--- src/rtl/pam_mult_pkg.sv ---
// Shared mode encodings and width helper for the approximate multiplier pipeline.
package pam_mult_pkg;

    localparam logic MODE_EXACT  = 1'b0;
    localparam logic MODE_APPROX = 1'b1;

    function automatic int prod_w(input int w);
        return 2 * w;
    endfunction

endpackage

--- src/rtl/pam_approx_pp_compress.sv ---
// Compensation term for the approximated low multiplier rows: pairwise OR of partial products per column.
// Purely combinational; no latency, no flow control.
module pam_approx_pp_compress
    import pam_mult_pkg::*;
#(
    parameter int WIDTH    = 8,
    parameter int L        = 4,
    parameter int KEEP_COL = WIDTH
) (
    input  logic [WIDTH-1:0]          x,
    input  logic [WIDTH-1:0]          y,
    output logic [prod_w(WIDTH)-1:0]  comp
);

    localparam int PW = prod_w(WIDTH);
    localparam int NC = PW - 1;
    localparam int NK = (L + 1) / 2;
    localparam int NT = (NC - KEEP_COL) * NK;

    // High x bits and some low y bits never reach a kept column.
    logic unused_bits;
    assign unused_bits = ^{x, y};

    // Running sum through every (column, row pair) term.
    logic [PW-1:0] part [NT+1];
    assign part[0] = '0;

    for (genvar gc = KEEP_COL; gc < NC; gc++) begin : g_col
        for (genvar gk = 0; gk < NK; gk++) begin : g_pair
            localparam int IDX = (gc - KEEP_COL) * NK + gk;
            localparam int R0  = 2 * gk;
            localparam int R1  = 2 * gk + 1;
            localparam int I0  = gc - R0;
            localparam int I1  = gc - R1;
            logic b0;
            logic b1;
            if (I0 >= 0 && I0 < WIDTH) begin : g_b0
                assign b0 = x[R0] & y[I0];
            end else begin : g_b0_none
                assign b0 = 1'b0;
            end
            if (R1 < L && I1 >= 0 && I1 < WIDTH) begin : g_b1
                assign b1 = x[R1] & y[I1];
            end else begin : g_b1_none
                assign b1 = 1'b0;
            end
            assign part[IDX+1] = part[IDX] + (PW'(b0 | b1) << gc);
        end
    end

    assign comp = part[NT];

endmodule

--- src/rtl/pam_approx_mult_pipe.sv ---
// Pipelined unsigned multiplier with per-op exact/approximate mode; latency STAGES cycles.
// Whole pipe advances only when the output slot is empty or being taken; in_ready = that advance.
module pam_approx_mult_pipe
    import pam_mult_pkg::*;
#(
    parameter int WIDTH    = 8,
    parameter int L        = 4,
    parameter int KEEP_COL = WIDTH,
    parameter int STAGES   = 2,
    parameter int TAG_W    = 4
) (
    input  logic                     clk,
    input  logic                     rst_n,
    input  logic                     in_valid,
    output logic                     in_ready,
    input  logic [WIDTH-1:0]         in_x,
    input  logic [WIDTH-1:0]         in_y,
    input  logic                     in_mode,
    input  logic [TAG_W-1:0]         in_tag,
    output logic                     out_valid,
    input  logic                     out_ready,
    output logic [prod_w(WIDTH)-1:0] out_z,
    output logic [TAG_W-1:0]         out_tag,
    output logic                     out_mode,
    output logic [31:0]              approx_cnt
);

    localparam int PW = prod_w(WIDTH);

    logic [PW-1:0] exact_z;
    logic [PW-1:0] high_z;
    logic [PW-1:0] comp_z;
    logic [PW-1:0] prod_z;
    logic          adv;

    logic             vld_q  [STAGES];
    logic             vld_d  [STAGES];
    logic [PW-1:0]    z_q    [STAGES];
    logic [PW-1:0]    z_d    [STAGES];
    logic [TAG_W-1:0] tag_q  [STAGES];
    logic [TAG_W-1:0] tag_d  [STAGES];
    logic             mode_q [STAGES];
    logic             mode_d [STAGES];
    logic [31:0]      cnt_q;
    logic [31:0]      cnt_d;

    pam_approx_pp_compress #(
        .WIDTH    (WIDTH),
        .L        (L),
        .KEEP_COL (KEEP_COL)
    ) u_compress (
        .x    (in_x),
        .y    (in_y),
        .comp (comp_z)
    );

    assign exact_z = PW'(in_x) * PW'(in_y);
    assign high_z  = (PW'(in_y) * PW'(in_x[WIDTH-1:L])) << L;

    always_comb begin
        prod_z = exact_z;
        if (in_mode == MODE_APPROX) begin
            prod_z = high_z + comp_z;
        end
    end

    assign out_valid = vld_q[STAGES-1];
    assign adv       = !out_valid || out_ready;
    assign in_ready  = adv;

    // Stall freezes every stage, bubbles included, so cycle timing stays fixed.
    always_comb begin
        vld_d  = vld_q;
        z_d    = z_q;
        tag_d  = tag_q;
        mode_d = mode_q;
        if (adv) begin
            vld_d[0]  = in_valid;
            z_d[0]    = prod_z;
            tag_d[0]  = in_tag;
            mode_d[0] = in_mode;
            for (int s = 1; s < STAGES; s++) begin
                vld_d[s]  = vld_q[s-1];
                z_d[s]    = z_q[s-1];
                tag_d[s]  = tag_q[s-1];
                mode_d[s] = mode_q[s-1];
            end
        end
    end

    always_comb begin
        cnt_d = cnt_q;
        if (out_valid && out_ready && (out_mode == MODE_APPROX) && (cnt_q != '1)) begin
            cnt_d = cnt_q + 32'd1;
        end
    end

    always_ff @(posedge clk or negedge rst_n) begin
        if (!rst_n) begin
            vld_q  <= '{default: 1'b0};
            z_q    <= '{default: '0};
            tag_q  <= '{default: '0};
            mode_q <= '{default: 1'b0};
            cnt_q  <= '0;
        end else begin
            vld_q  <= vld_d;
            z_q    <= z_d;
            tag_q  <= tag_d;
            mode_q <= mode_d;
            cnt_q  <= cnt_d;
        end
    end

    assign out_z      = z_q[STAGES-1];
    assign out_tag    = tag_q[STAGES-1];
    assign out_mode   = mode_q[STAGES-1];
    assign approx_cnt = cnt_q;

endmodule

--- config.mk ---
export PLATFORM = sky130hd
export DESIGN_NAME = pam_approx_mult_pipe
export DESIGN_NICKNAME = d
export VERILOG_FILES = /design/src/rtl/pam_mult_pkg.sv /design/src/rtl/pam_approx_pp_compress.sv /design/src/rtl/pam_approx_mult_pipe.sv
export SDC_FILE = /design/constraint.sdc
export NUM_CORES = 1
export LEC_CHECK = 0
export BUFFER_PORTS_ARGS = -buffer_cell sky130_fd_sc_hd__buf_2
export CAP_MARGIN = 0
export CORE_MARGIN = 4
export CORE_UTILIZATION = 45
export CTS_BUF_LIST = sky130_fd_sc_hd__clkbuf_2
export CTS_CLUSTER_SIZE = 20
export DETAILED_ROUTE_END_ITERATION = 8
export RECOVER_POWER = 50
export SLEW_MARGIN = 20
export SYNTH_ARGS = -nofsm -noshare
export SYNTH_HDL_FRONTEND = slang
export SYNTH_HIERARCHICAL = 1
export SYNTH_SLANG_ARGS = --single-unit
--- constraint.sdc ---
create_clock -name clk -period 6 [get_ports clk]
set_clock_uncertainty 0.05 [all_clocks]
set_input_delay 1.2 -clock clk [delete_from_list [all_inputs] [get_ports clk]]
set_output_delay 1.2 -clock clk [all_outputs]
set_load 0.01 [all_outputs]
======== Word-level counts from Yosys, hierarchy flattened ========
Index checks and enable logic that the tools add are counted.
storage, ports and cells
  logic and storage cells ................. 31
  input port bits ......................... 25
  output and inout bits ................... 55
  register bits ........................... 76
operators by class
  add/sub/neg operators ................... 5
  equal/unequal tests ..................... 1
  multiply operators ...................... 2
  multiplexer cells ....................... 1
  bitwise operators ....................... 8
  reduce and logical (&&, ||, !) cells .... 5
operators by type and width
  operator               count
  $add 16x16->16         2
  $add 32x1->32 const B  1
  $ne 32x32->1 const B   1
  $add 16x11->16         1
  $add 9x16->16          1
  $mul 8x8->16           1
  $mux 16                1
  $mul 8x4->12           1
  $and 1x1->1            6
  $logic_and 1x1->1      3
  $or 1x1->1             2
  $logic_not 1->1        1
  $logic_or 1x1->1       1

======== Longest topological paths before layout ========
  depth after elaboration ................. 7
  depth in mapped cells ................... 21
  gate-level depth less buffers ........... 20

======== Hierarchy ========
The synthesis kept the hierarchy.
by module, submodules not included
  module                  area an instance (um^2)  cells an instance  seq. area each (um^2)  instances
  pam_approx_mult_pipe    6,710.2                  749                1,901.8                1
  pam_approx_pp_compress  162.7                    20                 0.0                    1

======== Least setup slack after synthesis ========
Ideal clock, no wire load.
  kind .................................... input-to-reg
  start ................................... in in_x[7]
  end ..................................... reg z_q[30] in the netlist's numbering
  path slack .............................. 762 ps
  library setup time ...................... 99 ps
  stages on the path ...................... 16
  arrival ................................. 5,089 ps
  data required time ...................... 5,851 ps
  buffers on the path ..................... 1
  path through ............................ clkbuf_1 nand2_1 fa_1 fa_1 inv_1 fa_1 inv_1 fa_1 inv_1 ha_1 a21oi_1 o21ai_0 a41oi_1 nor4bb_1 nor3_1 a311oi_1
on the way
  longest elaborated chain between the ends .. 3
  elaborated cells between the ends (all ways) .. 4
  those cells by class .................... 1 x add/sub; 2 x mul; 1 x mux
RTL lines
  element               line                         text
  from (decl)           pam_approx_mult_pipe.sv:16   input logic [WIDTH-1:0] in_x,
  $mul 8x4->12          pam_approx_mult_pipe.sv:58   assign high_z = (PW'(in_y) * PW'(in_x[WIDTH-1:L])) << L;
  $add 16x16->16        pam_approx_mult_pipe.sv:63   prod_z = high_z + comp_z;
  $mux 16 (*)           pam_approx_mult_pipe.sv:62   if (in_mode == MODE_APPROX) begin
  to (signal assigned)  pam_approx_mult_pipe.sv:107  z_q <= z_d;
  to (decl)             pam_approx_mult_pipe.sv:38   logic [PW-1:0] z_q [STAGES];
Mark *: on every way between the ends. The rest lies on a longest branch, timed or not.
A chain may end at the register's enable or synchronous reset.

======== Worst setup path after layout ========
  start ................................... in in_x[2]
  end ..................................... reg z_q[30] in the netlist's numbering
on the way
  longest elaborated chain between the ends .. 7
  elaborated cells between the ends (all ways) .. 10
  those cells by class .................... 4 x add/sub; 1 x mul; 1 x mux; 4 x bitwise
RTL lines
  element         line                          text
  $and 1x1->1     pam_approx_pp_compress.sv:38  assign b0 = x[R0] & y[I0];
  $or 1x1->1      pam_approx_pp_compress.sv:47  assign part[IDX+1] = part[IDX] + (PW'(b0 | b1) << gc);
  $add 9x16->16   pam_approx_pp_compress.sv:47
  $add 16x16->16  pam_approx_pp_compress.sv:47
  $add 16x11->16  pam_approx_pp_compress.sv:47
  $add 16x16->16  pam_approx_mult_pipe.sv:63
  $mux 16 (*)     pam_approx_mult_pipe.sv:62
Marks and branches as above.

==> results.txt <==
Worst Setup Start Kind -> input port
# port buffers -> 79
Drt total wl -> 14,500 um
CTS Root Cell -> clkbuf_2
Height of the die -> 132 um
CTS resizes -> 0
Yosys warnings -> 6
Average size of a mapped cell -> 8.94 sq um
Total iterations of the first detailed-routing run -> 4
H-tree levels -> 3
Worst Setup SP -> in_x[2]
Ranking of synthesized cells by area -> dfrtp_1 28%, fa_1 13%, ha_1 13%
Initial DRC Count -> 201
Reg-to-Reg Start -> out_valid
Core area -> 14,800 sq um
Count leader, synth -> nand2_1
Clock latency on the worst-skew pair -> 520 ps
CP max stage delay -> 530 ps
PwrDens -> 292 nW/um^2
Synth top cells by count -> 131 x nand2_1, 85 x inv_1, 76 x dfrtp_1
Critical path cell sequence -> buf_2 -> and2_1 -> fa_1 -> inv_1 -> fa_1 -> inv_1 -> fa_1 -> inv_1 -> fa_1 -> inv_1 -> ha_1 -> a21oi_1 -> o211ai_1 -> a41oi_1 -> nor4bb_1 -> nor3_1 -> a311oi_1
Fin util -> 50.1%
Share of flip-flops with an asynchronous set or reset -> 100%
Cell Area, Synth -> 6870 sq um
Post-synth EDFFs -> 0
Final setup vio count -> 0
Post-synth top area share -> 27.7%
Slew headroom -> -160%
Worst Path Arrival -> 5510 ps
Die area -> 17,300 sq um
Flops & latches, synth -> 76
Initial antenna violation count -> 1
GPL Wtd Cong -> 0.871
Row count -> 44
Failing checks -> max-capacitance violations, max-slew violations
Drt drc -> 0
Layout Nets -> 965
CTS Sinks -> 76
Sequential fraction of the synthesis area -> 27.7%
Crit path max fanout -> 10
Total design power -> 0.00216 W
Critical Path End -> z_q[30]
Cells after synthesis -> 769
Hold_sp -> z_q[16]
Cell taking the most area after synthesis -> dfrtp_1
Setup Buffers After CTS -> 0
First-pass GRT wire length -> 24,400 um
Total track usage -> 16.7%
Average routed wire per standard cell -> 14.2 um
Hold_buf cts -> 0
Area growth from synthesis to layout -> 7.59%
Initial Util -> 46.6%
Hold Vio Cnt, Final -> 0
Worst reg2reg path depth -> 7
Num CTS Buffers -> 9
CP delay by family, top -> adder cells
RR Endpoint -> z_q[25]
Remaining global-route overflow -> 0
Worst path required time -> 6370 ps
Number of cells on the critical path -> 17
Buf/Inv on CP -> 5
CTS tree -> built
Critical path's slowest cell -> fa_1
CTS clock-pin slew for the worst setup and hold paths -> 210 ps
Clock buffer depth -> 2
Slew Viols, Final -> 165
Die width -> 132 um
Dominant synthesized flop cell -> dfrtp_1
Pin count of the biggest net entering global routing -> 77
Type of the worst min-delay path -> register to register
CP endpoint kind -> register
Crit share post-route -> 85.5%
HPWL Detailed -> 12,000 um
Status -> finished, violations left
Setup CP Type -> input port to register
RSZ-0062 raised after global routing -> false
Hold_ws -> 435 ps
Vias in the first global route -> 5,059
Post-Route Setup TNS -> 0 ps
Via count -> 5,252
Post-route ant nets -> 0
Max cap viols -> 3
Netlist cell types -> 60
Fill cells -> 1,421
Fmax achieved -> 195 MHz
Via density -> 5.17
I/O Pins -> 80
Layout cells sized above 1 -> 12.6%
Peak supply drop -> 86.3 uV
Tmin final -> 5130 ps
Least-Margin Pin Slew -> 3910 ps
P_leak -> 3.89 nW
Flop2flop setup slack -> 2130 ps
[worst min-delay path, stage by stage (launching register included)]
cell and delay (ps):
dfrtp_1 380, nand2_1 50, nand2_1 50
[layer usage]
metal / vias up / global-route usage [%] / share of wire, %
met5: - / 0 / 0
li1: 2614 / - / -
met4: 0 / 4.14 / 1.5
met1: 2500 / 23.2 / 48
met2: 124 / 27.3 / 47
met3: 14 / 2.64 / 4.3
[registers in the layout, summed over array words and instances, names as in the netlist]
signal	flops
tag_q	4
z_q	16
approx_cnt	32
out_tag	4
vld_q	1
mode_q	1
out_mode	1
out_valid	1
out_z	16
[layout by cell type, fill, tap and decap left out, types with 9 or more instances in the layout]
| master | instances |
|---|---|
| xor2_1 | 16 |
| inv_1 | 85 |
| o21ai_0 | 25 |
| nor2_1 | 33 |
| clkbuf_2 | 9 |
| and2_1 | 49 |
| conb_1 | 12 |
| a211oi_1 | 9 |
| nor3_1 | 9 |
| fa_1 | 45 |
| a21oi_1 | 29 |
| nand2_1 | 131 |
| ha_1 | 69 |
| nand3_1 | 15 |
| xnor2_1 | 37 |
| buf_2 | 75 |
| dfrtp_1 | 76 |
[kinds of logic (layout without fill, tap and decap cells)]
logic type	count (synthesis)	after routing	share of synthesized area [%]
other	1	13	0.0546
muxes	6	6	0.910
buffers and inverters	132	183	8.97
adders and majority gates	114	114	25.7
and+or+nand+nor	283	283	20.2
xor gates and xnor gates	53	53	6.75
DFF	76	76	27.7
AOI/OAI and AO/OA	104	104	9.72
[report_power, final]
group          switching, W  internal (W)  total, W
combinational      0.000659      0.000491   0.00115
sequential        0.0000731      0.000621  0.000694
clock              0.000179      0.000135  0.000314
[per-stage QoR]
stage / area, sq um / instances / setup slack [ps]
3_3_place_gp: 7270 / 999 / 446
3_5_place_dp: 7270 / 999 / 353
6_report: 7390 / 1016 / 867
5_1_grt: 7390 / 1016 / 607
2_1_floorplan: 6910 / 780 / 762
4_1_cts: 7410 / 1015 / 936
[final cells by class]
type	count	area (sq um)	share of cell area (%)
antenna	1	2.50	0.0338
clock buffer	9	45.0	0.609
clock inverter	7	91.3	1.24
inverter	86	323	4.37
multi-input combinational	572	4400	59.5
sequential	76	1900	25.7
tap	184	230	3.11
timing repair buffer	81	398	5.38
[how the worst min path moves through the flow]
stage	slack (ps)	to	cells after the start
final	430	out_z[0]	2
after global routing	460	out_valid	1
after CTS	440	out_valid	1
after detailed placement	400	out_valid	1
after global placement	390	out_valid	1
after floorplan	380	vld_q[1]	2
No activity file was read; power rests on OpenSTA's default activity.
